**src/rtl/if_fetch_unit_if.sv**
```systemverilog
// Fetch-unit bundle: instruction-memory request/response and decode handoff.
// Master side is the fetch unit; slave side is memory plus decode.
interface if_fetch_unit_if;
    logic        imem_req_valid;
    logic        imem_req_ready;
    logic [31:0] imem_req_addr;
    logic        imem_resp_valid;
    logic [31:0] imem_resp_data;
    logic        id_valid;
    logic        id_ready;
    logic [31:0] id_pc;
    logic [31:0] id_inst;

    modport master (
        output imem_req_valid,
        output imem_req_addr,
        input  imem_req_ready,
        input  imem_resp_valid,
        input  imem_resp_data,
        output id_valid,
        output id_pc,
        output id_inst,
        input  id_ready
    );

    modport slave (
        input  imem_req_valid,
        input  imem_req_addr,
        output imem_req_ready,
        output imem_resp_valid,
        output imem_resp_data,
        input  id_valid,
        input  id_pc,
        input  id_inst,
        output id_ready
    );
endinterface

```
**src/rtl/if_fetch_unit.sv**
```systemverilog
// Decoupled fetch front end: in-order imem handshake feeding a fetch queue.
// Redirects flush the queue and count stale in-flight responses to drop.
module if_fetch_unit #(
    parameter logic [31:0] RESET_PC = 32'h4000_0000,
    parameter int          FQ_DEPTH = 4
) (
    input  logic        clk,
    input  logic        rst,
    input  logic        ex_br_mispred,
    input  logic [31:0] ex_alu,
    input  logic        id_target_taken,
    input  logic [31:0] id_target,
    if_fetch_unit_if.master fq
);
    localparam int AW = $clog2(FQ_DEPTH);
    localparam int PW = AW + 1;

    typedef logic [PW-1:0] ptr_t;
    typedef logic [PW:0]   sum_t;

    localparam ptr_t ONE  = ptr_t'(1);
    localparam ptr_t FULL = ptr_t'(FQ_DEPTH);

    logic [31:0]         fetch_pc;
    logic [31:0]         slot_pc   [FQ_DEPTH];
    logic [31:0]         slot_inst [FQ_DEPTH];
    logic [FQ_DEPTH-1:0] slot_filled;

    // Pointers carry one wrap bit so full and empty stay distinguishable.
    ptr_t alloc_ptr;
    ptr_t fill_ptr;
    ptr_t head_ptr;
    ptr_t drop;

    ptr_t count;
    ptr_t unfilled;
    ptr_t count_eff;
    ptr_t unfilled_eff;
    ptr_t drop_eff;
    sum_t inflight_eff;

    logic          redirect;
    logic [31:0]   target;
    logic          req_fire;
    logic          deq_fire;
    logic          resp_fill;
    logic [AW-1:0] alloc_idx;
    logic [AW-1:0] fill_idx;
    logic [AW-1:0] head_idx;

    assign redirect = ex_br_mispred | id_target_taken;
    assign target   = ex_br_mispred ? ex_alu : id_target;

    assign count    = alloc_ptr - head_ptr;
    assign unfilled = alloc_ptr - fill_ptr;

    assign alloc_idx = alloc_ptr[AW-1:0];
    assign fill_idx  = fill_ptr[AW-1:0];
    assign head_idx  = head_ptr[AW-1:0];

    always_comb begin
        count_eff    = count;
        unfilled_eff = unfilled;
        drop_eff     = drop;
        if (redirect) begin
            count_eff    = '0;
            unfilled_eff = '0;
            drop_eff     = drop + unfilled
                         - ptr_t'(fq.imem_resp_valid);
        end
    end

    assign inflight_eff = {1'b0, drop_eff}
                        + {1'b0, unfilled_eff};

    assign fq.imem_req_valid = rst
                             & (count_eff < FULL)
                             & (inflight_eff < sum_t'(FQ_DEPTH));
    assign fq.imem_req_addr  = redirect ? target : fetch_pc;

    assign fq.id_valid = (count != '0)
                       & slot_filled[head_idx]
                       & ~redirect;
    assign fq.id_pc    = fq.id_valid ? slot_pc[head_idx]   : '0;
    assign fq.id_inst  = fq.id_valid ? slot_inst[head_idx] : '0;

    assign req_fire  = fq.imem_req_valid & fq.imem_req_ready;
    assign deq_fire  = fq.id_valid & fq.id_ready;
    assign resp_fill = rst & fq.imem_resp_valid
                     & ~redirect & (drop == '0);

    // Payload storage needs no reset; validity lives in slot_filled.
    always_ff @(posedge clk) begin
        if (req_fire)
            slot_pc[alloc_idx] <= fq.imem_req_addr;
        if (resp_fill)
            slot_inst[fill_idx] <= fq.imem_resp_data;
    end

    always_ff @(posedge clk) begin
        if (!rst) begin
            fetch_pc    <= RESET_PC;
            alloc_ptr   <= '0;
            fill_ptr    <= '0;
            head_ptr    <= '0;
            drop        <= '0;
            slot_filled <= '0;
        end else begin
            if (redirect) begin
                head_ptr    <= alloc_ptr;
                fill_ptr    <= alloc_ptr;
                alloc_ptr   <= alloc_ptr + ptr_t'(req_fire);
                drop        <= drop_eff;
                slot_filled <= '0;
            end else begin
                if (req_fire) begin
                    alloc_ptr              <= alloc_ptr + ONE;
                    slot_filled[alloc_idx] <= 1'b0;
                end
                if (deq_fire)
                    head_ptr <= head_ptr + ONE;
                if (fq.imem_resp_valid) begin
                    if (drop != '0) begin
                        drop <= drop - ONE;
                    end else begin
                        fill_ptr              <= fill_ptr + ONE;
                        slot_filled[fill_idx] <= 1'b1;
                    end
                end
            end
            if (req_fire)
                fetch_pc <= fq.imem_req_addr + 32'd4;
            else if (redirect)
                fetch_pc <= target;
        end
    end
endmodule
```
**src/flat_wrapper.sv**
```systemverilog
// flat-port wrapper written by rule: the top's interface ports become plain ports
module if_fetch_unit_flat 
#(
    parameter logic [31:0] RESET_PC = 32'h4000_0000,
    parameter int          FQ_DEPTH = 4
)
  (clk, rst, ex_br_mispred, ex_alu, id_target_taken, id_target, fq_imem_req_valid, fq_imem_req_addr, fq_imem_req_ready, fq_imem_resp_valid, fq_imem_resp_data, fq_id_valid, fq_id_pc, fq_id_inst, fq_id_ready);
  if_fetch_unit_if fq_i ();
  input  logic clk;
  input  logic rst;
  input  logic ex_br_mispred;
  input  logic [31:0] ex_alu;
  input  logic id_target_taken;
  input  logic [31:0] id_target;
  output wire logic [$bits(fq_i.imem_req_valid)-1:0] fq_imem_req_valid;
  output wire logic [$bits(fq_i.imem_req_addr)-1:0] fq_imem_req_addr;
  input wire logic [$bits(fq_i.imem_req_ready)-1:0] fq_imem_req_ready;
  input wire logic [$bits(fq_i.imem_resp_valid)-1:0] fq_imem_resp_valid;
  input wire logic [$bits(fq_i.imem_resp_data)-1:0] fq_imem_resp_data;
  output wire logic [$bits(fq_i.id_valid)-1:0] fq_id_valid;
  output wire logic [$bits(fq_i.id_pc)-1:0] fq_id_pc;
  output wire logic [$bits(fq_i.id_inst)-1:0] fq_id_inst;
  input wire logic [$bits(fq_i.id_ready)-1:0] fq_id_ready;
  assign fq_imem_req_valid = fq_i.imem_req_valid;
  assign fq_imem_req_addr = fq_i.imem_req_addr;
  assign fq_i.imem_req_ready = fq_imem_req_ready;
  assign fq_i.imem_resp_valid = fq_imem_resp_valid;
  assign fq_i.imem_resp_data = fq_imem_resp_data;
  assign fq_id_valid = fq_i.id_valid;
  assign fq_id_pc = fq_i.id_pc;
  assign fq_id_inst = fq_i.id_inst;
  assign fq_i.id_ready = fq_id_ready;
  if_fetch_unit #(.RESET_PC(RESET_PC), .FQ_DEPTH(FQ_DEPTH)) u_core (.clk(clk), .rst(rst), .ex_br_mispred(ex_br_mispred), .ex_alu(ex_alu), .id_target_taken(id_target_taken), .id_target(id_target), .fq(fq_i));
endmodule
```
**config.mk**
```make
export PLATFORM = sky130hd
export DESIGN_NAME = if_fetch_unit_flat
export DESIGN_NICKNAME = d
export VERILOG_FILES = /design/src/rtl/if_fetch_unit_if.sv /design/src/rtl/if_fetch_unit.sv /design/src/flat_wrapper.sv
export SDC_FILE = /design/constraint.sdc
export NUM_CORES = 1
export LEC_CHECK = 0
export ABC_CLOCK_PERIOD_IN_PS = 8950
export CORE_ASPECT_RATIO = 2
export CORE_MARGIN = 3
export CORE_UTILIZATION = 54
export DETAILED_ROUTE_END_ITERATION = 8
export PLACE_DENSITY = 0.77
export SLEW_MARGIN = 20
export SYNTH_ARGS = -nofsm -noshare
export SYNTH_HDL_FRONTEND = slang
export SYNTH_SLANG_ARGS = --single-unit
export TNS_END_PERCENT = 1
```
**constraint.sdc**
```tcl
create_clock -name clk -period 8.95 [get_ports clk]
set_input_delay 1.3425 -clock clk [delete_from_list [all_inputs] [get_ports clk]]
set_output_delay 1.3425 -clock clk [all_outputs]
set_load 0.02 [all_outputs]
```
==> results.json <==
{
  "hp-class": "flop to flop",
  "fin_crit_ns": 6.12,
  "post-route-period-util_pct": 68.4,
  "path_cells": "clkdlybuf4s50_1 > ha_1 > inv_1 > ha_1 > inv_1 > fa_1 > xnor2_1 > xnor2_1 > nor2_1 > xor2_1 > ha_1 > nor4b_2 > nor2b_1 > clkdlybuf4s50_1",
  "yosysTopAreaCell": "edfxtp_1",
  "layout-drive-gt1-share_pct": 14.6,
  "stdcell_area_um2": 16200,
  "vias_per_cell": 5.88,
  "synth_cell_types": 54,
  "core_um2": 23500,
  "power_leakage_uw": 0.00541,
  "p_per_area_nw_per_um2": 216,
  "setup_ws_ns": 2.83,
  "synth_compound_gate_area_share_pct": 4.48,
  "maxCapViolCount": 0,
  "grt_max_degree": 67,
  "synth.avg_cell_area_um2": 16.0,
  "pin_count": 201,
  "fp.dieH_um": 226,
  "clockBufferDepth": 3,
  "dp_hpwl_um": 19100,
  "drt.antenna.violating_nets": 0,
  "rsz0062_at_grt": "false",
  "cp-end-kind": "output pin",
  "grt_pass1_wl_um": 44800,
  "ir_drop_uv": 191,
  "setup_violations": 0,
  "cts_tree": "yes",
  "final_nets": 1138,
  "root_buffer": "clkbuf_16",
  "tns_ns": 0,
  "status": "complete, no violations",
  "synth-simple-area-share_pct": 9.01,
  "critPathArrivalTime_ns": 4.78,
  "synth_warnings": 0,
  "synth_common_cells": "edfxtp_1, and2_1, mux4_2",
  "area_growth_pct": 23.8,
  "ys_ff_latch": 306,
  "placed_area_um2": 15300,
  "pre_cts_ws_ns": 2.79,
  "cp_max_fo": 4,
  "synth_top_family_by_area": "multiplexers",
  "max_freq_mhz": 163,
  "grt_overflow": 0,
  "h-tree-depth": 1,
  "synth_edf_count": 256,
  "muxShareOfSynthArea_pct": 13.9,
  "hp-start": "u_core.slot_filled[0]$_SDFF_PP0_",
  "synthesis.area_um2": 13100,
  "synthArstFlopShare_pct": 0,
  "start_kind": "input pin",
  "drtIter0Drc": 649,
  "postCtsHoldBufs": 0,
  "power_uw": 3490,
  "critPathKind": "input pin to output pin",
  "finClkSkew_ns": 0.0196,
  "regToRegStartpoint": "u_core.alloc_ptr[0]$_SDFFE_PN0P_",
  "synth-main-ff-cell": "edfxtp_1",
  "cts.sinks": 306,
  "critical_path.most_common_cell": "ha_1",
  "grt_usage_pct": 22.6,
  "fin_util_pct": 68.7,
  "rows": 79,
  "synth_top_area_share_pct": 58.9,
  "cp-startpoint": "fq_imem_resp_valid",
  "antenna_found_initial": 1,
  "yosys-top-cells-area": "edfxtp_1, mux4_2, dfxtp_1, and2_1, mux2i_1",
  "insertion_delay_ns": 0.53,
  "wl_per_cell_um": 22.1,
  "cpPeakStageDelay_ns": 0.64,
  "syn-num-nets": 937,
  "slew_headroom_pct": 32.8,
  "io_buffers": 200,
  "num_vias": 7733,
  "cts_resized": 0,
  "final-hold-violation-count": 0,
  "grt_pass1_vias": 8090,
  "die_w_um": 116,
  "synth_fa_ha_area_share_pct": 2.09,
  "synth_most_common_cell": "edfxtp_1",
  "slew_viol_final": 0,
  "dieArea_um2": 26200,
  "place_congestion": 0.817,
  "diodes": 0,
  "clk_transition_reported_paths_ns": 0.07,
  "required_ns": 7.61,
  "tightest_slew_ns": 1.01,
  "critPathSlowestCell": "clkdlybuf4s50_1",
  "cts_setup_buffers": 0,
  "wirelength_um": 29100,
  "drcViolationCount": 0,
  "synth_cells": 814,
  "synthXorXnorAreaFrac_pct": 1.56,
  "ys_seq_area_share_pct": 66.5,
  "drt_pass1_iterations": 5,
  "start_util_pct": 55.5,
  "cts_inserted_buffers": 25
}
==> metrics by stage <==
step	hold WS (ns)	cells
floorplan	0.429	814
global placement	0.437	1271
detailed placement	0.451	1271
CTS	0.460	1316
finish	0.460	1316
global route	0.493	1316
==> worst max-delay path, delay by kind of cell <==
| kind | cells | cell delay, ns |
|---|---|---|
| buf+inv | 4 | 1.21 |
| simple gates | 3 | 0.71 |
| fa+ha+maj | 4 | 1.07 |
| xor+xnor | 3 | 0.46 |
==> layout make-up <==
cell class / count / area (um2)
clock buffers: 29 / 661
multi-input cells: 446 / 4100
repair buffers: 218 / 2130
well taps: 283 / 354
inverters: 18 / 67.6
flip-flops and latches: 306 / 8700
clock inverters: 16 / 158
fillers: 1633 / 7360
==> flip-flops by register name, summed over array words and instances (netlist names), named ones only <==
name and flops:
u_core.slot_pc 128, u_core.head_ptr 3, u_core.slot_filled 4, u_core.slot_inst 128, u_core.fill_ptr 3, u_core.drop 3, u_core.alloc_ptr 3, u_core.fetch_pc 32
==> per-layer routing <==
layer	GRT usage, %	vias up	share of wire [%]
met5	0	-	0.045
met3	3.46	70	5.5
li1	-	3534	-
met4	9.22	2	3.7
met2	40.3	284	54
met1	27.1	3843	37
==> cells in the final DEF (no fill, tap or decap), types with 9 or more instances in the layout <==
master and n:
edfxtp_1 256, clkdlybuf4s50_1 198, and2_1 75, mux4_2 65, nand2_1 56, dfxtp_1 48
mux2i_1 35, a21oi_1 27, clkbuf_16 25, o21ai_0 19, o21ai_1 18, buf_4 18
nor2_1 17, ha_1 17, inv_1 16, o31ai_1 13, or4_1 13, xnor2_1 10
nand4_1 9
==> path summary, 6_finish.rpt <==
path                                 endpoint  slack [ns]  cells after the start
max reg2reg    u_core.fetch_pc[29]$_SDFF_PN0_        3.44                     18
min reg2reg  u_core.slot_filled[0]$_SDFF_PP0_        0.46                      2
max                         fq_imem_req_valid        2.83                     14
min          u_core.slot_filled[0]$_SDFF_PP0_        0.46                      2
==> power by group <==
group / leakage (uW) / internal [uW] / switching [uW] / total (uW)
Clock: 0.000404 / 616 / 487 / 1100
Combinational: 0.00228 / 315 / 339 / 654
Sequential: 0.00273 / 1670 / 67.1 / 1730
==> kinds of logic (layout without fill, tap and decap cells) <==
family          Yosys count  after routing
compound gates           97             97
xor+xnor                 20             20
fa+ha+maj                20             20
buf+inv                  62            281
flops                   306            306
mux                     100            100
simple gates            209            209
No activity file was read; power rests on OpenSTA's default activity.
